===== src/rtl/msg_rx_pkg.sv =====
// Shared definitions for the spread-spectrum message receiver: FSM encoding,
// accumulator sizing and message word packing.
package msg_rx_pkg;

    typedef enum logic [1:0] {
        ST_IDLE = 2'd0,
        ST_RUN  = 2'd1,
        ST_DONE = 2'd2
    } msg_rx_state_e;

    localparam int WORD_W    = 32;
    localparam int MAX_WORDS = 4;

    // Sample width plus growth over one full bit integration, plus a sign guard.
    function automatic int acc_width(input int sample_w, input int pcode_len,
                                     input int pcode_repeats);
        return sample_w + $clog2(pcode_len * pcode_repeats) + 1;
    endfunction

    function automatic int msg_words(input int message_len);
        return (message_len + WORD_W - 1) / WORD_W;
    endfunction

endpackage


===== src/rtl/msg_bit_correlator.sv =====
// Walks the code ROM one chip per valid sample and correlates samples against
// the code over PCODE_REPEATS periods, emitting one decided bit per integration.
module msg_bit_correlator
    import msg_rx_pkg::*;
#(
    parameter int PCODE_LEN     = 40920,
    parameter int PCODE_REPEATS = 10,
    parameter int SAMPLE_W      = 12,
    localparam int ACC_W        = acc_width(SAMPLE_W, PCODE_LEN, PCODE_REPEATS),
    localparam int AW           = (PCODE_LEN > 1) ? $clog2(PCODE_LEN) : 1
) (
    input  logic                       clk,
    input  logic                       rst,
    input  logic                       start,
    input  logic                       run,
    input  logic                       adc_valid,
    input  logic signed [SAMPLE_W-1:0] adc_data,
    output logic [AW-1:0]              pcode_addr,
    input  logic                       pcode_chip,
    input  logic [ACC_W-1:0]           weak_thresh,
    output logic                       bit_valid,
    output logic                       bit_value,
    output logic                       bit_weak
);

    localparam int RW = (PCODE_REPEATS > 1) ? $clog2(PCODE_REPEATS) : 1;

    logic [AW-1:0]              chip_cnt;
    logic [RW-1:0]              rep_cnt;
    logic                       chip_wrap;
    logic                       rep_wrap;
    logic                       d_valid;
    logic                       d_last;
    logic signed [SAMPLE_W-1:0] d_data;
    logic signed [ACC_W-1:0]    d_ext;
    logic signed [ACC_W-1:0]    acc;
    logic signed [ACC_W-1:0]    acc_next;
    logic [ACC_W-1:0]           acc_mag;

    assign chip_wrap  = (chip_cnt == AW'(PCODE_LEN - 1));
    assign rep_wrap   = (rep_cnt == RW'(PCODE_REPEATS - 1));
    assign pcode_addr = chip_cnt;

    // ROM data arrives one cycle after its address, so the sample waits one cycle to meet it.
    assign d_ext    = {{(ACC_W - SAMPLE_W){d_data[SAMPLE_W-1]}}, d_data};
    assign acc_next = pcode_chip ? (acc + d_ext) : (acc - d_ext);
    assign acc_mag  = acc_next[ACC_W-1] ? $unsigned(-acc_next) : $unsigned(acc_next);

    always_ff @(posedge clk or negedge rst) begin
        if (!rst) begin
            chip_cnt <= '0;
            rep_cnt  <= '0;
            d_valid  <= 1'b0;
            d_last   <= 1'b0;
            d_data   <= '0;
        end else if (start) begin
            chip_cnt <= '0;
            rep_cnt  <= '0;
            d_valid  <= 1'b0;
            d_last   <= 1'b0;
        end else begin
            d_valid <= run && adc_valid;
            d_data  <= adc_data;
            d_last  <= chip_wrap && rep_wrap;
            if (run && adc_valid) begin
                if (chip_wrap) begin
                    chip_cnt <= '0;
                    rep_cnt  <= rep_wrap ? '0 : rep_cnt + RW'(1);
                end else begin
                    chip_cnt <= chip_cnt + AW'(1);
                end
            end
        end
    end

    always_ff @(posedge clk or negedge rst) begin
        if (!rst) begin
            acc       <= '0;
            bit_valid <= 1'b0;
            bit_value <= 1'b0;
            bit_weak  <= 1'b0;
        end else if (start) begin
            acc       <= '0;
            bit_valid <= 1'b0;
        end else begin
            bit_valid <= d_valid && d_last;
            if (d_valid) begin
                if (d_last) begin
                    acc       <= '0;
                    bit_value <= !acc_next[ACC_W-1] && (acc_next != '0);
                    bit_weak  <= (acc_mag < weak_thresh);
                end else begin
                    acc <= acc_next;
                end
            end
        end
    end

endmodule


===== src/rtl/message_rx.sv =====
// Message receiver: frames on sys_pps, collects MESSAGE_LEN correlated bits into
// a shadow buffer and publishes them to a word-readable buffer when complete.
module message_rx
    import msg_rx_pkg::*;
#(
    parameter int PCODE_LEN     = 40920,
    parameter int PCODE_REPEATS = 10,
    parameter int MESSAGE_LEN   = 120,
    parameter int SAMPLE_W      = 12,
    localparam int ACC_W        = acc_width(SAMPLE_W, PCODE_LEN, PCODE_REPEATS),
    localparam int AW           = (PCODE_LEN > 1) ? $clog2(PCODE_LEN) : 1
) (
    input  logic                       clk,
    input  logic                       rst,
    input  logic                       sys_pps,
    input  logic                       adc_valid,
    input  logic signed [SAMPLE_W-1:0] adc_data,
    output logic [AW-1:0]              pcode_addr,
    input  logic                       pcode_chip,
    input  logic [ACC_W-1:0]           weak_thresh,
    input  logic [1:0]                 msg_rd_addr,
    output logic [31:0]                msg_rd_data,
    output logic                       msg_done,
    output logic                       msg_weak,
    output logic                       resync,
    output logic                       busy,
    output msg_rx_state_e              state_dbg
);

    localparam int NWORDS = msg_words(MESSAGE_LEN);

    msg_rx_state_e                     state;
    msg_rx_state_e                     state_next;
    logic                              start;
    logic                              run;
    logic                              take_bit;
    logic                              copy;
    logic                              last_bit;
    logic                              rd_in_range;
    logic [6:0]                        bit_cnt;
    logic                              weak_any;
    logic [MAX_WORDS-1:0][WORD_W-1:0]  shadow;
    logic [MAX_WORDS-1:0][WORD_W-1:0]  rd_buf;
    logic                              bit_valid;
    logic                              bit_value;
    logic                              bit_weak;

    // adc_valid is a one-cycle strobe with no backpressure: a sample is consumed
    // on every clk edge where adc_valid is high while the receiver is running.
    msg_bit_correlator #(
        .PCODE_LEN    (PCODE_LEN),
        .PCODE_REPEATS(PCODE_REPEATS),
        .SAMPLE_W     (SAMPLE_W)
    ) u_corr (
        .clk        (clk),
        .rst        (rst),
        .start      (start),
        .run        (run),
        .adc_valid  (adc_valid),
        .adc_data   (adc_data),
        .pcode_addr (pcode_addr),
        .pcode_chip (pcode_chip),
        .weak_thresh(weak_thresh),
        .bit_valid  (bit_valid),
        .bit_value  (bit_value),
        .bit_weak   (bit_weak)
    );

    assign last_bit    = (bit_cnt == 7'(MESSAGE_LEN - 1));
    assign rd_in_range = ({1'b0, msg_rd_addr} < 3'(NWORDS));
    assign state_dbg   = state;

    always_ff @(posedge clk or negedge rst) begin
        if (!rst) state <= ST_IDLE;
        else      state <= state_next;
    end

    always_comb begin
        state_next = state;
        unique case (state)
            ST_IDLE: if (sys_pps) state_next = ST_RUN;
            ST_RUN: begin
                if (sys_pps)                    state_next = ST_RUN;
                else if (bit_valid && last_bit) state_next = ST_DONE;
            end
            ST_DONE: state_next = sys_pps ? ST_RUN : ST_IDLE;
            default: state_next = ST_IDLE;
        endcase
    end

    always_comb begin
        busy     = (state == ST_RUN);
        start    = sys_pps;
        run      = busy && !sys_pps;
        take_bit = run && bit_valid;
        copy     = (state == ST_DONE);
    end

    always_ff @(posedge clk or negedge rst) begin
        if (!rst) begin
            bit_cnt     <= '0;
            weak_any    <= 1'b0;
            shadow      <= '0;
            rd_buf      <= '0;
            msg_done    <= 1'b0;
            msg_weak    <= 1'b0;
            resync      <= 1'b0;
            msg_rd_data <= '0;
        end else begin
            msg_done <= copy;
            if (start) begin
                bit_cnt  <= '0;
                weak_any <= 1'b0;
                shadow   <= '0;
            end else if (take_bit) begin
                bit_cnt                             <= bit_cnt + 7'd1;
                weak_any                            <= weak_any | bit_weak;
                shadow[bit_cnt[6:5]][~bit_cnt[4:0]] <= bit_value;
            end
            if (copy) begin
                rd_buf   <= shadow;
                msg_weak <= weak_any;
                resync   <= 1'b0;
            end else if (sys_pps && busy) begin
                resync <= 1'b1;
            end
            // Bypass from shadow so a read landing in the msg_done cycle sees the new message.
            if (!rd_in_range) msg_rd_data <= '0;
            else if (copy)    msg_rd_data <= shadow[msg_rd_addr];
            else              msg_rd_data <= rd_buf[msg_rd_addr];
        end
    end

endmodule


===== config.mk =====
export PLATFORM = sky130hd
export DESIGN_NAME = message_rx
export DESIGN_NICKNAME = d
export VERILOG_FILES = /design/src/rtl/msg_rx_pkg.sv /design/src/rtl/msg_bit_correlator.sv /design/src/rtl/message_rx.sv
export SDC_FILE = /design/constraint.sdc
export NUM_CORES = 1
export LEC_CHECK = 0
export CAP_MARGIN = 10
export CORE_MARGIN = 2
export CORE_UTILIZATION = 25
export DETAILED_ROUTE_END_ITERATION = 10
export MAX_ROUTING_LAYER = met4
export PLACE_DENSITY = 0.52
export RECOVER_POWER = 100
export SETUP_SLACK_MARGIN = 0.05
export SYNTH_ARGS = -nofsm -noshare
export SYNTH_HDL_FRONTEND = slang
export SYNTH_SLANG_ARGS = --single-unit

===== constraint.sdc =====
create_clock -name clk -period 5.6 [get_ports clk]
set_input_delay 1.12 -clock clk [delete_from_list [all_inputs] [get_ports clk]]
set_output_delay 1.12 -clock clk [all_outputs]
set_load 0.02 [all_outputs]

[Word-level counts from Yosys, hierarchy flattened]
Index checks and enable logic that the tools add are counted.
Operators by class
  order comparisons: 6
  reductions and logical operators: 22
  bitwise gates (word level): 3
  mux-type cells: 38
  equal/unequal tests: 7
  add/subtract/negate cells: 6
Operator list (count)
  32-bit 2-to-1 mux: 9
  128-bit 2-to-1 mux: 2
  32-bit binary-select mux with 2-bit select: 2
  128-bit bitwise mux: 1
  32-bit demux with 2-bit select: 1
  16-bit 2-to-1 mux: 3
  32-bit by 12-bit adder with 32-bit output: 1
  32-bit less-than comparator: 1
  32-bit negator: 1
  32-bit nonzero test: 1
  32-bit by 12-bit subtractor with 32-bit output: 1
  16-bit by 1-bit adder with 16-bit output (second input constant): 1
  16-bit equality test (second input constant): 1
  4-bit 2-to-1 mux: 4
  7-bit 2-to-1 mux: 2
  1-bit logical AND: 10
  2-bit nonzero test: 5
  1-bit 2-to-1 mux: 9
  7-bit by 1-bit adder with 7-bit output (second input constant): 1
  7-bit equality test (second input constant): 1
  2-bit by 3-bit less-than comparator with 1-bit output (second input constant): 2
  5-bit by 6-bit less-than comparator with 1-bit output (second input constant): 1
  2-bit 2-to-1 mux: 3
  2-bit case mux with 3 select lines: 1
  other kinds (16): 18
Storage, ports and cells
  register bits after elaboration: 370

[Longest topological paths before layout]
Gate-level depths: netlist of the first run.
  depth after elaboration: 10
  gate-level depth with buffers: 32
  depth with buffers taken out: 30

[Modules after synthesis]
From an unflattened synthesis of the first run, not the netlist that was laid out.
Second synthesis, totals
  cells, all modules: 2302
  area total of the unflattened synthesis: 21625.7 sq um
By module, submodules not included
  message_rx: instances 1, cells an instance 1437, area each 14646.5 sq um
  msg_bit_correlator: instances 1, cells an instance 865, area each 6979.2 sq um

[Worst setup path before layout of the first run]
Ideal clock, no wire load.
  path kind: input to register
  from: in pcode_chip
  to: reg u_corr.bit_weak
  cell stages on the path: 27
  slack: -305 ps
  library setup time: 87 ps
  arrival: 5817 ps
  path through: clkbuf_1 > clkbuf_1 > nor2_1 > xor2_1 > ha_1 > nor2_1 > o31ai_4 > o2111a_2 > or2_4 > o31ai_4 > o211ai_2 > a21oi_4 > xnor2_1 > buf_2 > nand2_1 > xnor2_1 > ha_1 > a21o_1 > a21o_1 > a21o_1 > a21oi_1 > nor2b_1 > o21ai_0 > nand2b_1 > a21oi_1 > o221ai_1 > a22oi_1
On the way
  word-level cells in the longest chain between the ends: 4
Ends and longest elaborated chain
  start: declaration: line message_rx.sv:19  | input logic pcode_chip,
  32-bit 2-to-1 mux (*): line msg_bit_correlator.sv:46  | assign acc_next = pcode_chip ? (acc + d_ext) : (acc - d_ext);
  32-bit negator: line msg_bit_correlator.sv:47  | assign acc_mag = acc_next[ACC_W-1] ? $unsigned(-acc_next) : $unsigned(acc_next);
  32-bit 2-to-1 mux (*): line msg_bit_correlator.sv:47
  32-bit less-than comparator (*): line msg_bit_correlator.sv:91  | bit_weak <= (acc_mag < weak_thresh);
  end signal: assignment: line msg_bit_correlator.sv:91
  end: declaration: line msg_bit_correlator.sv:23  | output logic bit_weak
Every way passes the cells marked *; elsewhere a longest branch is shown, timed or not.
A chain may end at the register's enable or synchronous reset.

[Final worst setup path of the first run]
  from: reg u_corr.d_data[0]
  to: reg u_corr.bit_weak
On the way
  word-level cells in the longest chain between the ends: 5
Ends and longest elaborated chain
  start: declaration: line msg_bit_correlator.sv:34  | logic signed [SAMPLE_W-1:0] d_data;
  start signal: assignment: line msg_bit_correlator.sv:63  | d_data <= adc_data;
  32-bit by 12-bit subtractor with 32-bit output / 32-bit by 12-bit adder with 32-bit output (equally long branches): line msg_bit_correlator.sv:46
  32-bit 2-to-1 mux (*): line msg_bit_correlator.sv:46
  32-bit negator: line msg_bit_correlator.sv:47
  32-bit 2-to-1 mux (*): line msg_bit_correlator.sv:47
  32-bit less-than comparator (*): line msg_bit_correlator.sv:91
Marks and branches as above.

==> results of run 1 <==
## power groups by stage
stage               Combinational (mW)  Sequential [mW]  Clock [mW]
finish                            1.70             2.74        2.96
global route                      1.88             2.74        3.17
CTS                               1.69             2.74        3.06
detailed placement                1.67             2.78           0
global placement                  1.67             2.79           0
floorplan                        0.935             2.78           0
## tightest hold or removal path, stage by stage (launching register included)
cell and delay [ns]:
dfrtp_1 0.33, nand2_1 0.05, nand2_1 0.05
## Yosys cell counts, types with 11 or more instances
| cell type | instances |
|---|---|
| a22o_1 | 16 |
| mux4_2 | 64 |
| dfrtp_1 | 370 |
| nor2_1 | 145 |
| nor3_1 | 18 |
| inv_1 | 57 |
| a21o_1 | 21 |
| o21ai_0 | 117 |
| clkbuf_1 | 108 |
| nand2_1 | 741 |
| buf_1 | 22 |
| nand3_1 | 118 |
| xnor2_1 | 32 |
| ha_1 | 76 |
| a21oi_1 | 178 |
| nand2b_1 | 19 |
| xor2_1 | 42 |
| mux2_2 | 14 |
| nand4_1 | 11 |
## flip-flops by register name (all words and copies together) (netlist names)
| register | cells |
|---|---|
| state_dbg | 2 |
| weak_any | 1 |
| u_corr.bit_valid | 1 |
| resync | 1 |
| u_corr.d_data | 12 |
| u_corr.bit_value | 1 |
| msg_weak | 1 |
| msg_rd_data | 32 |
| rd_buf | 128 |
| u_corr.pcode_addr | 16 |
| u_corr.acc | 32 |
| u_corr.d_last | 1 |
| msg_done | 1 |
| u_corr.bit_weak | 1 |
| u_corr.rep_cnt | 4 |
| u_corr.d_valid | 1 |
| bit_cnt | 7 |
| shadow | 128 |
## per-layer routing
layer	track usage	vias up	wire length, um
met1	0.192	8295	27600
met5	-	-	0
met3	0.0242	80	2660
met4	0.0360	0	1300
met2	0.217	301	26600
li1	-	8373	-
## kinds of logic after synthesis
group	count (synthesis)	synth area share
DFF	370	0.450
adders and majority gates	77	0.0472
xor gates and xnor gates	77	0.0344
buffers and inverters	193	0.0356
muxes	84	0.0806
AOI/OAI and AO/OA	414	0.122
and+or+nand+nor	1124	0.230
## stage by stage
stage	area (um^2)	hold WS [ns]
5_1_grt	25700	0.487
6_report	25700	0.469
2_1_floorplan	20700	0.440
3_3_place_gp	24100	0.453
3_5_place_dp	24100	0.457
4_1_cts	25700	0.472
## cell usage in the layout (no fill, tap or decap), drive strengths merged, types with 21 or more instances in the layout
master         synthesis  layout
nand2                741     741
clkbuf               108      75
nor2                 145     145
mux4                  64      64
inv                   58      57
xnor2                 32      32
dlygate4sd3            0      54
o21ai                126     126
nand3                118     118
dfrtp                370     370
a21oi                182     182
clkdlybuf4s50          0      46
buf                   27     198
a21o                  21      21
ha                    76      76
xor2                  45      45
## timing repair
action,4_1_cts,5_1_grt
resized for setup,14,21
pin swaps,5,9
setup endpoints to repair,1,1
cloned,0,0
hold endpoints to repair,0,0
setup buffers,1,2
## worst max-delay path by stage
stage / startpoint / slack (ns) / to
global placement: pcode_chip / -0.60 / u_corr.bit_weak
global route: u_corr.d_data[1] / -0.45 / u_corr.bit_weak
finish: u_corr.d_data[0] / -0.12 / u_corr.bit_weak
CTS: u_corr.d_data[1] / -0.20 / u_corr.bit_weak
detailed placement: pcode_chip / -0.66 / u_corr.bit_weak
floorplan: pcode_chip / 0.004 / u_corr.bit_weak
## area by class of cell
cell class,count,area (um^2)
diodes,1,2.50
flip-flops and latches,370,9260
repair buffers,311,2590
clock inverters,19,221
fillers,8634,56100
well taps,1070,1340
clock buffers,62,1270
multi-input cells,1776,10800
inverters,58,221
==> summary.md, run 1 <==
| Metric | Value |
|---|---|
| Worst slack at placement | -0.658 ns |
| Synth area leaders | dfrtp_1 (45%), nand2_1 (14%), mux4_2 (7.0%) |
| Syn nets | 2,467 |
| Grt total ovfl | 0 |
| Hold path depth | 2 |
| Dominant cell type by area after synthesis | dfrtp_1 |
| CTS root buf | clkbuf_16 |
| Die area | roughly 85,000 um^2 |
| Worst-margin pin slew | 2.94 ns |
| Startpoint types | flip-flop |
| Sequential Power Share | 0.370 |
| Vias | approximately 17,000 |
| CP max stage delay | about 0.44 ns |
| Post-synthesis async set-or-reset flop share | 1.00 |
| Post-synth design cell area | 20,600 um^2 |
| # IOs | 105 |
| PnR worst setup slack | -0.125 ns |
| Final WL | 58,200 um |
| Post-synthesis instance total | 2,339 |
| Maximum vdd ir drop | 213 uV |
| Clock network power share | 0.400 |
| Fin. max-slew vios | 483 |
| H-Tree Depth | 2 |
| Status | finished with violations |
| Longest Clk Path Bufs | 3 |
| EDFF count, synth | 0 |
| Int Pwr | 5.26 mW |
| P&R area growth vs syn | 25.0% |
| Crit path required time | roughly 6.1 ns |
| Power per cell area | 287 nW/um^2 |
| Synth top area share | 0.450 |
| Relative max-transition margin | -0.971 |
| Pin count of the biggest net entering global routing | around 110 |
| Warnings, synthesis | 0 |
| Placed Cells | 3,582 |
| LEAKAGE | 11.9 nW |
| Failing checks | max-capacitance violations, max-slew violations, negative setup slack |
| Core footprint | 81,800 um^2 |
| Drt first pass iters | 5 |
| Gr usage total | 0.141 |
| DRC Markers | 0 |
| CP delay by family, top | compound AO/OA/AOI/OAI gates |
| Number of CTS-inserted buffers | 45 |
| Critical path class | reg2reg |
| HPWL after DPL | between 30,000 and 40,000 um |
| F_max | ~0.17 GHz |
| Clock Skew | 0.0256 ns |
| Setup TNS | -0.125 ns |
| Gpl congestion | 0.827 |
| Die Width | between 200 and 300 um |
| Non-filler cells, final | around 3,700 |
| Die outline height | roughly 290 um |
| MaxCap Viol Count | 7 |
| Arrival time at the worst endpoint | roughly 6.2 ns |
| Switch share | 0.289 |
| Clock transition at the registers of the reported paths | 0.06 ns |
| Worst path depth | 31 |
| R2R Setup Slk | -0.12 ns |
| Top cell by count, worst path | a21o_1 |
| Final setup fails | 1 |
| Initial antenna violation count | 1 |
| DR iter-0 viols | about 1,000 |
| RSZ-0062 raised after global routing | yes |
| Fin crit share | 1.02 |
| Comb power frac | 0.230 |
| FF-to-FF End | u_corr.bit_weak |
| Min-Delay Endpoint | rd_buf[91] |
| Fin util | 0.314 |
| Total Power | approximately 7.4 mW |
| Share of cells above drive strength 1 | 0.165 |
| Synth unique cells | 82 |
| Final min period | between 5 and 6 ns |
| Worst Setup End Kind | flip-flop |
| Routed Antenna Nets | 0 |
| Worst path slowest cell | a2111o_1 |
| CTS tree | built |
| Dominant synthesized flop cell | dfrtp_1 |
| Starting Density | 0.251 |
| Seq/Total Area, Yosys | 0.450 |
| Clock Sinks | 370 |
| Worst path bufs/invs | 3 |
| Std cell rows | 105 |
| Synthesized area per cell | slightly below 9 um^2 |
| First-pass GRT wire length | 94,000 um |
| #FFs+latches synth | 370 |
| Post-CTS Hold Fix Bufs | 0 |
| Hold Crit Start | rd_buf[91] |
| Worst Hold Class | reg2reg |
| Vias in the first global route | 16,563 |
| Clk_lat worst skew | 0.59 ns |
| NetSw | 2.14 mW |
| Via-per-instance ratio | 4.65 |
| IO buf count | 104 |
| Worst R2R Start | u_corr.d_data[0] |
| Hold Fails Final Rpt | 0 |
| Worst Path Max Fanout | 5 |
| Path depth of the worst reg2reg path | 31 |
| Fin nets | approximately 2,700 |
| Wire per inst | ~16 um |
Note: power is estimated with default switching activity, not from simulation.
==> run 2, diff against run 1 <==
Settings changed: ABC_AREA from default to 1, SYNTH_HIERARCHICAL from default to 1.
Clock period 5.6 ns to 4.67 ns, I/O delays scaled along.
==> run 2 against run 1 <==
The run still ends with max-capacitance violations, max-slew violations, negative setup slack left; count of clock-buffer cells in the layout fell by 2; largest power group unchanged; first-iteration DRC count grew 54%; sequential share of layout area down 5.3 points; register-to-register slack hardly changed; power grew 24%; cell area grew 17%; sequential power up 21%; routed wire length increased by 31%; highest routed layer unchanged; synthesized cell count is 48% higher; non-clock buffer count increased by 101.
==> summary.md, run 2 <==
| Metric | Value |
|---|---|
| Status | finished with violations |
| Failing checks | max-capacitance violations, max-slew violations, negative setup slack |
| Hold slack final | 0.471 ns (+0.00192 ns) |
| DR iter-0 viols | 1,534 (+54%) |
| Die outline height | 309 um (+6.3%) |
| # IOs | 105 (unchanged) |
| Starting Density | 0.253 (+0.00178) |
| HPWL after DPL | 50,300 um (+30%) |
| Final min period | 4.78 ns (-0.940 ns) |
| H-Tree Depth | 2 (unchanged) |
| Die Width | 309 um (+6.3%) |
| Clock transition at the registers of the reported paths | 0.06 ns (about the same) |
| Non-filler cells, final | 5,022 (+37%) |
| Power per cell area | 304 nW/um^2 (+5.8%) |
| CTS root buf | clkbuf_16 |
| DRC Markers | 0 (unchanged) |
| MaxCap Viol Count | 9 (+2) |
| Most frequent cell after synthesis | nand2_1 |
| Hold Fails Final Rpt | 0 (unchanged) |
| CP max stage delay | 0.39 ns (-0.05 ns) |
| Compound-Gate Fraction of Synth Area | 0.103 (-0.0191) |
| Most frequent cells after synthesis | nand2_1 (1,062), inv_1 (438), nor2_1 (411) |
| Post-DP Area | 27,000 um^2 (+12%) |
| Final WL | 76,400 um (+31%) |
| Routed Antenna Nets | 0 (unchanged) |
| Maximum vdd ir drop | 282 uV (+32%) |
| Longest Clk Path Bufs | 3 (unchanged) |
| Most frequent cells in the layout | nand2_1 (965), inv_1 (420), dfrtp_1 (370) |
| Final setup fails | 1 (unchanged) |
| P&R area growth vs syn | 29.6% |
| Dominant cell type by area after synthesis | dfrtp_1 |
| Crit path required time | 5.15 ns (-0.95 ns) |
| #FFs+latches synth | 370 (unchanged) |
| Top cell by count, worst path | nand2_1 |
| Adder-cell share of the synthesized area | 0.0417 (-0.00547) |
| Multi-input logic area | 12,700 um^2 (+17%) |
| Arrival time at the worst endpoint | 5.26 ns (-0.97 ns) |
| Worst Setup End Kind | flip-flop |
| Fin util | 0.328 (+0.0140) |
| Clock Skew | 0.0397 ns (+0.0141 ns) |
| Placed Cells | 4,873 (+36%) |
| Clock network power share | 0.395 (-0.005) |
| Std cell rows | 111 (+5.7%) |
| Vias in the first global route | 21,828 (+32%) |
| Largest family of logic cells by synthesized area | simple AND/OR/NAND/NOR gates |
| Relative max-transition margin | -1.11 (-0.140) |
| Fin crit share | 1.02 (+0.00232) |
| Fin nets | 3,876 (+44%) |
| IO buf count | 104 (unchanged) |
| Worst-margin pin slew | 3.17 ns (+0.226 ns) |
| Post-synthesis async set-or-reset flop share | 1.00 (unchanged) |
| Fillcell total | 9,931 (+15%) |
| Final Instance Area | 30,200 um^2 (+17%) |
| Drt first pass iters | 6 (+1) |
| Seq/Total Area, Yosys | 0.398 (-0.0522) |
| Share of cells above drive strength 1 | 0.183 (+0.0179) |
| Via-per-instance ratio | 4.52 (-2.7%) |
| Syn nets | 3,580 (+45%) |
| Core footprint | 91,900 um^2 (+12%) |
| Fin. max-slew vios | 677 (+40%) |
| Warnings, synthesis | 6 (+6) |
| Post-synthesis instance total | 3,452 (+48%) |
| Comb power frac | 0.245 (+0.015) |
| Simple-gate area share of the yosys netlist | 0.340 (+0.109) |
| Grt total ovfl | 0 (unchanged) |
| Gr usage total | 0.163 (+0.0220) |
| Register area | 9260 um^2 (about the same) |
| First-pass GRT wire length | 121,000 um (+29%) |
| F_max | 0.209 GHz (+20%) |
| Worst Path Max Fanout | 4 (-1) |
| Dominant synthesized flop cell | dfrtp_1 |
| Synth top area share | 0.398 (-0.0522) |
| EDFF count, synth | 0 (unchanged) |
| Synth unique cells | 49 (-40%) |
| Multiplexer share of the synthesized area | 0 (-0.0806) |
| RSZ-0062 raised after global routing | yes |
| Initial antenna violation count | 2 (+1) |
| CTS tree | built |
| Vias | 22,718 (+33%) |
| Post-synthesis xor/xnor area fraction | 0.0127 (-0.0217) |
| Sequential Power Share | 0.360 (-0.010) |
| Commonest non-fill, non-tap cell in the layout | nand2_1 |
| Clock Sinks | 370 (unchanged) |
| Number of CTS-inserted buffers | 45 (unchanged) |
| Startpoint types | flip-flop |
| Wire per inst | 15.2 um (-4.1%) |
| Diode count | 0 (-1) |
| LEAKAGE | 15.3 nW (+29%) |
| Die area | 95,600 um^2 (+13%) |
| NetSw | 2.86 mW (+34%) |
| Switch share | 0.312 (+0.0225) |
| PnR worst setup slack | -0.115 ns (+0.00985 ns) |
| Synthesized area per cell | 6.74 um^2 (-23%) |
| Total Power | 9.18 mW (+24%) |
| Synth area leaders | dfrtp_1 (40%), nand2_1 (17%), inv_1 (7.1%) |
| Critical path class | reg2reg |
| Pin count of the biggest net entering global routing | 139 (+28%) |
| Post-synth design cell area | 23,300 um^2 (+13%) |
| Clk_lat worst skew | 0.62 ns (+0.03 ns) |
| Biggest regs | rd_buf: 128 flops, shadow: 128 flops |
| Worst Hold Class | reg2reg |
| Int Pwr | 6.32 mW (+20%) |
| Gpl congestion | 0.872 (+5.4%) |
| Worst path slowest cell | dfrtp_1 |
## run 2: cell types whose count changed after synthesis, sizes merged, moves of 24 or more
cell   previous run  this run
buf              27        74
nand2           741      1092
nor3             19        66
a21oi           182       116
o21ai           126       288
mux4             64         0
o22ai             0        35
nor2            145       435
xnor2            32         3
nand4            13        37
nand3           118       249
inv              58       456
## run 2: through the flow
| step | TNS, ns | setup WS (ns) |
|---|---|---|
| finish | -0.115 | -0.115 |
| global route | -12.94 | -0.462 |
| CTS | -0.131 | -0.131 |
| detailed placement | -0.807 | -0.807 |
| floorplan | 0 | 0.273 |
| global placement | -0.805 | -0.805 |
## run 2: path summary, 6_finish.rpt
path | start | to | slack, ns | depth (start not counted)
max | u_corr/d_data[1] | u_corr/bit_weak | -0.11 | 38
min | rd_buf[115] | rd_buf[115] | 0.47 | 2
max reg2reg | u_corr/d_data[1] | u_corr/bit_weak | -0.11 | 38
min reg2reg | rd_buf[115] | rd_buf[115] | 0.47 | 2
max in group asynchronous | rst | shadow[116] | 0.66 | 2
min in group asynchronous | rst | msg_rd_data[4] | 1.08 | 1
## run 2: routing by layer
metal | track usage | up-vias | share of wire
li1 | - | 11439 | -
met1 | 0.222 | 10717 | 0.47
met2 | 0.261 | 493 | 0.46
met3 | 0.0211 | 69 | 0.051
met5 | - | - | 0
met4 | 0.0304 | 0 | 0.015
## run 2: area by class of cell
cell class                 count  area share
sequential                   370       0.307
clock buffer                  60      0.0422
timing repair buffer         412       0.113
inverter                     459      0.0578
timing repair inverter         1    0.000290
clock inverter                18     0.00788
tap                         1243      0.0515
multi-input combinational   2459       0.420
## run 2: what timing repair did
item                                    CTS  global route
gates resized for setup                 156           166
endpoints found under the setup margin    1             1
pin swaps                                79           139
hold buffers                              0             0
buffers inserted                         41            29
cloned                                    0             1
## run 2: power groups by stage
stage	clock, mW	combinational (mW)	sequential (mW)
global placement	0	1.81	3.36
detailed placement	0	1.81	3.36
CTS	3.77	2.02	3.31
floorplan	0	0.932	3.38
global route	3.89	2.48	3.31
finish	3.63	2.25	3.31
## run 2: logic make-up (layout without fill, tap and decap cells)
group,count (synthesis),in the layout
buf+inv,623,950
fa+ha+maj,77,77
xor+xnor,33,33
simple gates,1892,1892
flops,370,370
compound gates,457,457
## run 2: critical path: cells and delay by family (launching register included)
family	cells	cell delay, ns
adders and majority gates	4	1.00
buffers and inverters	7	0.81
AOI/OAI and AO/OA	3	0.37
and+or+nand+nor	24	2.10
DFF	1	0.39
==> run 3, diff against run 2 <==
==> constraint.sdc (replaced) <==
create_clock -name clk -period 4.67 [get_ports clk]
set_input_delay 0.7005 -clock clk [delete_from_list [all_inputs] [get_ports clk]]
set_output_delay 0.7005 -clock clk [all_outputs]
set_load 0.02 [all_outputs]
==> run 3 against run 2 <==
The run still ends with max-capacitance violations, max-slew violations, negative setup slack left; sequential share of layout area increased by 1.5 points; die area unchanged; power decreased by 3.4%; clock power increased by 1%; non-clock buffer count decreased by 64; critical path depth decreased by 4; clock skew decreased by 0.0095 ns; cell area decreased by 4.5%; combinational power decreased by 16%; final cell count decreased by 1.2%; fmax decreased by 1.7%; critical endpoint unchanged; largest power group unchanged.
==> summary.md, run 3 (synthesis results as in run 2) <==
| Metric | Value |
|---|---|
| CP delay by family, top | simple AND/OR/NAND/NOR gates |
| Clock Skew | 0.0302 ns (-0.00949 ns) |
| Crit path required time | 5.17 ns (+0.02 ns) |
| Gr usage total | 0.161 (-0.00195) |
| Met1 global-route usage | 0.220 (-0.00244) |
| Initial antenna violation count | 1 (-1) |
| Routed Antenna Nets | 0 (unchanged) |
| Pin count of the biggest net entering global routing | 129 (-7.2%) |
| Worst Setup End Kind | flip-flop |
| DRC Markers | 0 (unchanged) |
| Share of cells above drive strength 1 | 0.124 (-0.0596) |
| Worst path slowest cell | dfrtp_1 |
| Critical path class | reg2reg |
| Status | finished with violations |
| Biggest regs | rd_buf: 128 flops, shadow: 128 flops |
| Final min period | 4.87 ns (+0.0809 ns) |
| CTS tree | built |
| DR iter-0 viols | 1,646 (+7.3%) |
| IO buf count | 104 (unchanged) |
| Core footprint | 91,900 um^2 (unchanged) |
| Die Width | 309 um (unchanged) |
| MaxCap Viol Count | 11 (+2) |
| Startpoint types | flip-flop |
| First-pass GRT wire length | 120,000 um (-1.4%) |
| Clk_lat worst skew | 0.61 ns (about the same) |
| # IOs | 105 (unchanged) |
| Worst Hold Class | reg2reg |
| Wire per inst | 14.9 um (-2.0%) |
| Vias in the first global route | 21,653 (-0.80%) |
| Worst path bufs/invs | 9 (+2) |
| Number of CTS-inserted buffers | 46 (+2.2%) |
| GR peak layer | met2 |
| HPWL after DPL | 49,200 um (-2.1%) |
| Worst R2R Start | u_corr/d_data[0] |
| Vias | 22,232 (-2.1%) |
| Std cell rows | 111 (unchanged) |
| R2R Setup Slk | -0.20 ns (-0.08 ns) |
| LEAKAGE | 14.7 nW (-3.4%) |
| F_max | 0.206 GHz (-1.7%) |
| Relative max-transition margin | -0.980 (+0.131) |
| Non-filler cells, final | 4,962 (-1.2%) |
| Gpl congestion | 0.864 (-0.86%) |
| Clock transition at the registers of the reported paths | 0.07 ns (about the same) |
| Drt first pass iters | 5 (-1) |
| Maximum vdd ir drop | 220 uV (-22%) |
| Fillcell total | 10,116 (+1.9%) |
| CTS root buf | clkbuf_16 |
| Worst-margin pin slew | 2.97 ns (-0.197 ns) |
| Top cell by count, worst path | nand2_1 |
| Hold path depth | 2 (unchanged) |
| RSZ-0062 raised after global routing | yes |
| H-Tree Depth | 2 (unchanged) |
| Die area | 95,600 um^2 (unchanged) |
| Placed Cells | 4,866 (-0.14%) |
| M2 GR Usage | 0.252 (-0.00866) |
| Path depth of the worst reg2reg path | 34 (-11%) |
| Final WL | 74,000 um (-3.2%) |
| Hold Crit Start | rd_buf[114] |
| FF-to-FF End | u_corr/bit_weak |
| Failing checks | max-capacitance violations, max-slew violations, negative setup slack |
| Starting Density | 0.253 (unchanged) |
| Post-DP Area | 26,900 um^2 (-0.33%) |
| Die outline height | 309 um (unchanged) |
| Post-CTS Hold Fix Bufs | 0 (unchanged) |
| Final Instance Area | 28,800 um^2 (-4.5%) |
| Grt met3 use | 0.0205 (-0.000617) |
| Final setup fails | 1 (unchanged) |
| Worst Path Max Fanout | 5 (+1) |
| Longest Clk Path Bufs | 3 (unchanged) |
| PnR worst setup slack | -0.196 ns (-0.0809 ns) |
| Fin crit share | 1.04 (+0.0173) |
| Fin nets | 3,812 (-1.7%) |
| Commonest non-fill, non-tap cell in the layout | nand2_1 |
| Clock Sinks | 370 (unchanged) |
| Min-Delay Endpoint | rd_buf[114] |
| Fin. max-slew vios | 842 (+24%) |
| Most frequent cells in the layout | nand2_1 (1,040), inv_1 (439), nor2_1 (396) |
| Grt total ovfl | 0 (unchanged) |
| CP max stage delay | 0.37 ns (-0.02 ns) |
| Hold slack final | 0.470 ns (-0.000475 ns) |
| Arrival time at the worst endpoint | 5.37 ns (+0.11 ns) |
| Hold Fails Final Rpt | 0 (unchanged) |
| P&R area growth vs syn | 23.8% |
| Via-per-instance ratio | 4.48 (-0.96%) |
| Power per cell area | 308 nW/um^2 (+1.2%) |
## run 3: cell types whose count changed in the layout (fill, tap and decap cells not counted), moves of 14 or more
| cell | before | now |
|---|---|---|
| nor2_1 | 367 | 396 |
| inv_2 | 32 | 12 |
| nor2_4 | 34 | 11 |
| inv_1 | 420 | 439 |
| nand2_2 | 98 | 45 |
| buf_4 | 279 | 223 |
| nand2_4 | 28 | 7 |
| nand2_1 | 965 | 1040 |
| a21oi_1 | 96 | 110 |
## run 3: worst reg2reg max path, delay by kind of cell (launching register included)
family / cells / cell delay [ns]
compound gates: 3 / 0.46
xor+xnor: 1 / 0.32
fa+ha+maj: 3 / 0.78
buf+inv: 9 / 1.11
flops: 1 / 0.37
simple gates: 18 / 1.71
## run 3: area by class of cell
cell class / count / area [um^2] / area share
clock inverters: 16 / 216 / 0.00751
well taps: 1243 / 1560 / 0.0540
flip-flops and latches: 370 / 9260 / 0.321
diodes: 4 / 10.0 / 0.000347
repair buffers: 348 / 2840 / 0.0986
clock buffers: 63 / 1320 / 0.0456
multi-input cells: 2459 / 11900 / 0.412
inverters: 459 / 1750 / 0.0606
## run 3: metal layers
| layer | share of wire | vias to the layer above |
|---|---|---|
| li1 | - | 11330 |
| met1 | 0.49 | 10361 |
| met2 | 0.44 | 429 |
| met3 | 0.043 | 112 |
| met4 | 0.023 | 0 |
| met5 | 0 | - |
## run 3: through the flow
step / TNS (ns) / power (mW) / worst slack (ns) / util
detailed placement: -0.498 / 5.16 / -0.498 / 0.293
floorplan: 0 / 4.31 / 0.273 / -
finish: -0.196 / 8.87 / -0.196 / 0.313
global route: -0.647 / 9.36 / -0.647 / 0.313
CTS: -0.0625 / 9.02 / -0.0625 / 0.314
global placement: -0.485 / 5.16 / -0.485 / 0.293
## run 3: what timing repair did
item | in CTS | in global routing
pin swaps | 31 | 4
setup endpoints to repair | 1 | 1
setup buffers | 13 | 0
gates resized for setup | 80 | 9
## run 3: worst max-delay path by stage
| stage | start | to | cells after the start |
|---|---|---|---|
| after floorplan | u_corr/d_data[0] | u_corr/bit_weak | 36 |
| after global placement | pcode_chip | u_corr/bit_weak | 30 |
| after detailed placement | pcode_chip | u_corr/bit_weak | 30 |
| after CTS | u_corr/d_data[1] | u_corr/bit_weak | 36 |
| after global routing | u_corr/d_data[0] | u_corr/bit_weak | 40 |
| final | u_corr/d_data[0] | u_corr/bit_weak | 34 |
## run 3: power breakdown
| part | switching (mW) | internal (mW) | total [mW] |
|---|---|---|---|
| clock network | 1.52 | 2.15 | 3.67 |
| logic | 1.11 | 0.785 | 1.90 |
| registers | 0.0443 | 3.26 | 3.31 |
